File: src/rtl/wb_regfile_hilo.sv
// Write-back register file: 32 GPRs plus HI/LO, committed on the clock edge.
// Read ports bypass the in-flight write so ID needs no WB forwarding path.
module wb_regfile_hilo #(
  parameter int DATA_W = 32,
  parameter int ADDR_W = 5,
  parameter int NREG   = 32
) (
  input  logic              cpu_clk_75M,
  input  logic              cpu_rst_n,
  input  logic [ADDR_W-1:0] wb_wd,
  input  logic              wb_wreg,
  input  logic [DATA_W-1:0] wb_wdata,
  input  logic              wb_whilo,
  input  logic [DATA_W-1:0] wb_hi,
  input  logic [DATA_W-1:0] wb_lo,
  input  logic              re1,
  input  logic [ADDR_W-1:0] raddr1,
  output logic [DATA_W-1:0] rdata1,
  input  logic              re2,
  input  logic [ADDR_W-1:0] raddr2,
  output logic [DATA_W-1:0] rdata2,
  output logic [DATA_W-1:0] hi_o,
  output logic [DATA_W-1:0] lo_o,
  output logic              dbg_wen,
  output logic [ADDR_W-1:0] dbg_wnum,
  output logic [DATA_W-1:0] dbg_wdata
);

  logic [DATA_W-1:0] gpr_q [NREG];
  logic [DATA_W-1:0] gpr_d [NREG];
  logic [DATA_W-1:0] hi_q, hi_d;
  logic [DATA_W-1:0] lo_q, lo_d;
  logic              dbg_wen_q, dbg_wen_d;
  logic [ADDR_W-1:0] dbg_wnum_q, dbg_wnum_d;
  logic [DATA_W-1:0] dbg_wdata_q, dbg_wdata_d;
  logic              wr_en;

  // $0 is hardwired: a write aimed at it is dropped
  assign wr_en = wb_wreg && (wb_wd != '0);

  always_comb begin
    gpr_d = gpr_q;
    hi_d  = hi_q;
    lo_d  = lo_q;
    if (wr_en) gpr_d[wb_wd] = wb_wdata;
    if (wb_whilo) begin
      hi_d = wb_hi;
      lo_d = wb_lo;
    end
    dbg_wen_d   = wr_en;
    dbg_wnum_d  = wb_wd;
    dbg_wdata_d = wb_wdata;
  end

  always_ff @(posedge cpu_clk_75M or negedge cpu_rst_n) begin
    if (!cpu_rst_n) begin
      for (int i = 0; i < NREG; i++) gpr_q[i] <= '0;
      hi_q        <= '0;
      lo_q        <= '0;
      dbg_wen_q   <= 1'b0;
      dbg_wnum_q  <= '0;
      dbg_wdata_q <= '0;
    end else begin
      gpr_q       <= gpr_d;
      hi_q        <= hi_d;
      lo_q        <= lo_d;
      dbg_wen_q   <= dbg_wen_d;
      dbg_wnum_q  <= dbg_wnum_d;
      dbg_wdata_q <= dbg_wdata_d;
    end
  end

  always_comb begin
    rdata1 = '0;
    if (!cpu_rst_n || !re1 || raddr1 == '0)
      rdata1 = '0;
    else if (wb_wreg && wb_wd == raddr1)
      rdata1 = wb_wdata;
    else
      rdata1 = gpr_q[raddr1];
  end

  always_comb begin
    rdata2 = '0;
    if (!cpu_rst_n || !re2 || raddr2 == '0)
      rdata2 = '0;
    else if (wb_wreg && wb_wd == raddr2)
      rdata2 = wb_wdata;
    else
      rdata2 = gpr_q[raddr2];
  end

  always_comb begin
    hi_o = '0;
    lo_o = '0;
    if (!cpu_rst_n) begin
      hi_o = '0;
      lo_o = '0;
    end else if (wb_whilo) begin
      hi_o = wb_hi;
      lo_o = wb_lo;
    end else begin
      hi_o = hi_q;
      lo_o = lo_q;
    end
  end

  assign dbg_wen   = dbg_wen_q;
  assign dbg_wnum  = dbg_wnum_q;
  assign dbg_wdata = dbg_wdata_q;

endmodule

File: config.mk
export PLATFORM = sky130hd
export DESIGN_NAME = wb_regfile_hilo
export DESIGN_NICKNAME = d
export VERILOG_FILES = /design/src/rtl/wb_regfile_hilo.sv
export SDC_FILE = /design/constraint.sdc
export NUM_CORES = 2
export LEC_CHECK = 0
export ABC_AREA = 1
export CAP_MARGIN = 20
export CORE_MARGIN = 3
export CORE_UTILIZATION = 40
export CTS_BUF_LIST = sky130_fd_sc_hd__clkbuf_16
export DETAILED_ROUTE_END_ITERATION = 7
export PLACE_DENSITY = 0.54
export SLEW_MARGIN = 20
export SYNTH_ARGS = -nofsm -noshare
export SYNTH_HDL_FRONTEND = slang
export SYNTH_SLANG_ARGS = --single-unit
File: constraint.sdc
create_clock -name cpu_clk_75M -period 6.1 [get_ports cpu_clk_75M]
set_clock_uncertainty 0.05 [all_clocks]
set_input_delay 1.22 -clock cpu_clk_75M [delete_from_list [all_inputs] [get_ports cpu_clk_75M]]
set_output_delay 1.22 -clock cpu_clk_75M [all_outputs]
set_load 0.005 [all_outputs]
==> reports/metrics.cfg <==
[status]
outcome = complete, no violations

[cells_and_area]
syn2layout_area_growth_pct = 14.0
layout.nets = 9506
layout-drive-gt1-share_pct = 4.35

[power]
power_density_mw_per_mm2 = 305
p_leak_uw = 0.0352
pwr-share-comb_pct = 20.9
peakVddDrop_uv = 272
clkPwrFrac_pct = 35.5
p_int_uw = 14800
totalPowerFinal_uw = 21900
power_frac_seq_pct = 43.5
swShare_pct = 32.3
power_switching_uw = 7070

[yosys]
synth-seq-cells = 1126
synth.net_count = 9654
syn_area_mm2 = 0.0628
yosys_warnings = 0
syn_avg_cell_area_um2 = 6.59
synth.distinct_cells = 19
synth_seq_area_share_pct = 44.8
postSynthCellCount = 9537

[sta]
max_freq_mhz = 182
final.min_clock_period_ns = 5.48
rsz0062_at_grt = false
relSlewSlack_pct = 21.1
timing.final.setup_violations = 0
fin_crit_sh_pct = 89.9
hold_viol_final = 0
tightestPinTransition_ns = 1.18
fin_tns_setup_ns = 0
slew_violations = 0

[detailed_routing]
first_iter_violations = 7048
totalWireLength_um = 264000
dr.pass1.iters = 7
vias_per_cell = 5.50
vias = 63495
drcViolationCount = 0
wire_per_inst_um = 22.9
antenna_left = 0

[critical_path]
crit_path_end_kind = output pin
slowest_delay_ns = 0.72
critPathTopFamily = buffers and inverters
cp_cell_sequence = clkdlybuf4s50_1 -> inv_2 -> o22ai_1 -> nor2_1 -> nand3_4 -> buf_4 -> buf_4 -> o21ai_0 -> a21oi_1 -> clkdlybuf4s50_1
worstPathMaxFanout = 14
cp.arrival_ns = 4.21
cp_slowest_cell = clkdlybuf4s50_1
worst_setup_path_start_kind = input pin
path_buf_inv = 5
path_class = in -> out
required_ns = 4.83

[floorplan]
coreArea_mm2 = 0.155
die_h_um = 402
dieArea_mm2 = 0.162
ios = 283
rows = 144
start_util_pct = 40.5
dieWidth_um = 402

[clock_tree]
ctsResizeCount = 0
cts_buffers = 136
clock_sinks = 1126
post-cts-setup-buffer-count = 0
cts_tree = done
clock_latency_ns = 0.77
path_clk_slew_ns = 0.06
root_buffer = clkbuf_16
postCtsHoldBufs = 0
h-tree-depth = 4
cts.path.max_buffers = 3

[place]
port_buffers = 282
dp_hpwl_um = 148000
place_congestion = 0.879

[global_routing]
grt_pass1_wl_um = 394000
grt_use_total_pct = 32.2
grt_max_degree = 165
grt_pass1_vias = 59407
overflow = 0
antenna_found_initial = 7

[job]
drv_cap = 0

[min_path]
min-delay-path-class = in -> async

-- cell type report --
| type | count | area (um^2) |
|---|---|---|
| diodes | 3 | 7.51 |
| well taps | 2044 | 2560 |
| multi-input cells | 6984 | 29500 |
| clock buffers | 143 | 3580 |
| inverters | 699 | 2650 |
| fillers | 15942 | 83500 |
| flip-flops and latches | 1126 | 28200 |
| repair buffers | 442 | 4570 |
| clock inverters | 94 | 553 |
-- layout by cell type, fill, tap and decap left out, drive strengths merged, types with 11 or more instances in the layout --
cell type,synthesis,final
nand2,3834,3834
buf,103,172
clkinv,3,55
clkdlybuf4s50,0,270
inv,696,730
a21oi,128,128
dfrtp,1126,1126
nor3,11,11
o21ai,1060,1060
clkbuf,625,143
nor2,783,783
nand3,1157,1157
-- per-layer routing --
metal / up-vias / share of wire (%) / GRT usage [%] / wire length [um]
li1: 29539 / - / - / -
met1: 30208 / 43 / 44.5 / 114000
met2: 3128 / 42 / 48.4 / 112000
met3: 618 / 9.8 / 7.10 / 26000
met4: 2 / 4.7 / 13.9 / 12500
met5: - / 0.0049 / 0 / 13
-- sequential cells by signal (all words and copies together), names as in the netlist --
| register | cells |
|---|---|
| gpr_q | 1024 |
| lo_q | 32 |
| hi_q | 32 |
| dbg_wdata | 32 |
| dbg_wnum | 5 |
| dbg_wen | 1 |
-- worst register-to-register path: cells and delay by family (launching register included) --
family / cells / cell delay (ns)
flops: 1 / 0.40
compound gates: 1 / 0.11
simple gates: 1 / 0.07
-- logic make-up (layout without fill, tap and decap cells) --
family / after synthesis / after routing / share of synthesized area [%]
simple gates: 5788 / 5788 / 37.0
buf+inv: 1427 / 1378 / 8.61
compound gates: 1196 / 1196 / 9.54
flops: 1126 / 1126 / 44.8
other cells: 0 / 3 / 0
-- power groups by stage --
stage	Sequential, uW	Combinational, uW	Clock [uW]
finish	9520	4570	7770
global placement	9600	4430	0
global route	9680	5240	8200
CTS	9500	4540	7890
detailed placement	9620	4520	0
floorplan	9450	3040	0
-- path summary, 6_finish.rpt --
check	start	endpoint	slack, ns	cells after the start
worst max-delay path	wb_wd[2]	rdata2[5]	0.62	10
worst min-delay path	cpu_rst_n	lo_q[10]	0.26	1
worst max register to register	gpr_q[459]	gpr_q[459]	5.30	2
worst min register to register	gpr_q[1013]	gpr_q[1013]	0.35	0
max in group asynchronous	cpu_rst_n	gpr_q[829]	3.08	4
min in group cpu_clk_75M	gpr_q[1013]	gpr_q[1013]	0.35	0
-- synthesized netlist by cell type --
| cell | instances | area (um^2) |
|---|---|---|
| clkinv_1 | 3 | 11.3 |
| dfrtp_1 | 1126 | 28200 |
| buf_2 | 43 | 215 |
| o22ai_1 | 8 | 50.1 |
| inv_1 | 686 | 2570 |
| o21ai_1 | 48 | 240 |
| nor2_2 | 4 | 25.0 |
| o21ai_0 | 1012 | 5060 |
| a21oi_1 | 128 | 641 |
| inv_2 | 10 | 37.5 |
| clkbuf_1 | 625 | 2350 |
| nand2_1 | 3834 | 14400 |
| nor3_2 | 9 | 90.1 |
| nor3_1 | 2 | 10.0 |
| buf_1 | 60 | 225 |
| nor2_1 | 779 | 2920 |
| nand3_1 | 1157 | 5790 |
| nand4_1 | 2 | 12.5 |
| nor4_4 | 1 | 21.3 |
-- metrics by stage --
| stage | setup WS, ns | cells | utilization, % | area [um^2] | hold slack, ns |
|---|---|---|---|---|---|
| after floorplan | 2.34 | 9537 | - | 62800 | 0.387 |
| after global placement | 0.768 | 11295 | 43.5 | 67500 | 0.336 |
| after detailed placement | 0.731 | 11295 | 43.5 | 67500 | 0.340 |
| after CTS | 0.717 | 11532 | 46.2 | 71600 | 0.224 |
| after global routing | 0.536 | 11532 | 46.2 | 71600 | 0.237 |
| final | 0.619 | 11535 | 46.2 | 71600 | 0.263 |
No activity file was read; power rests on OpenSTA's default activity.
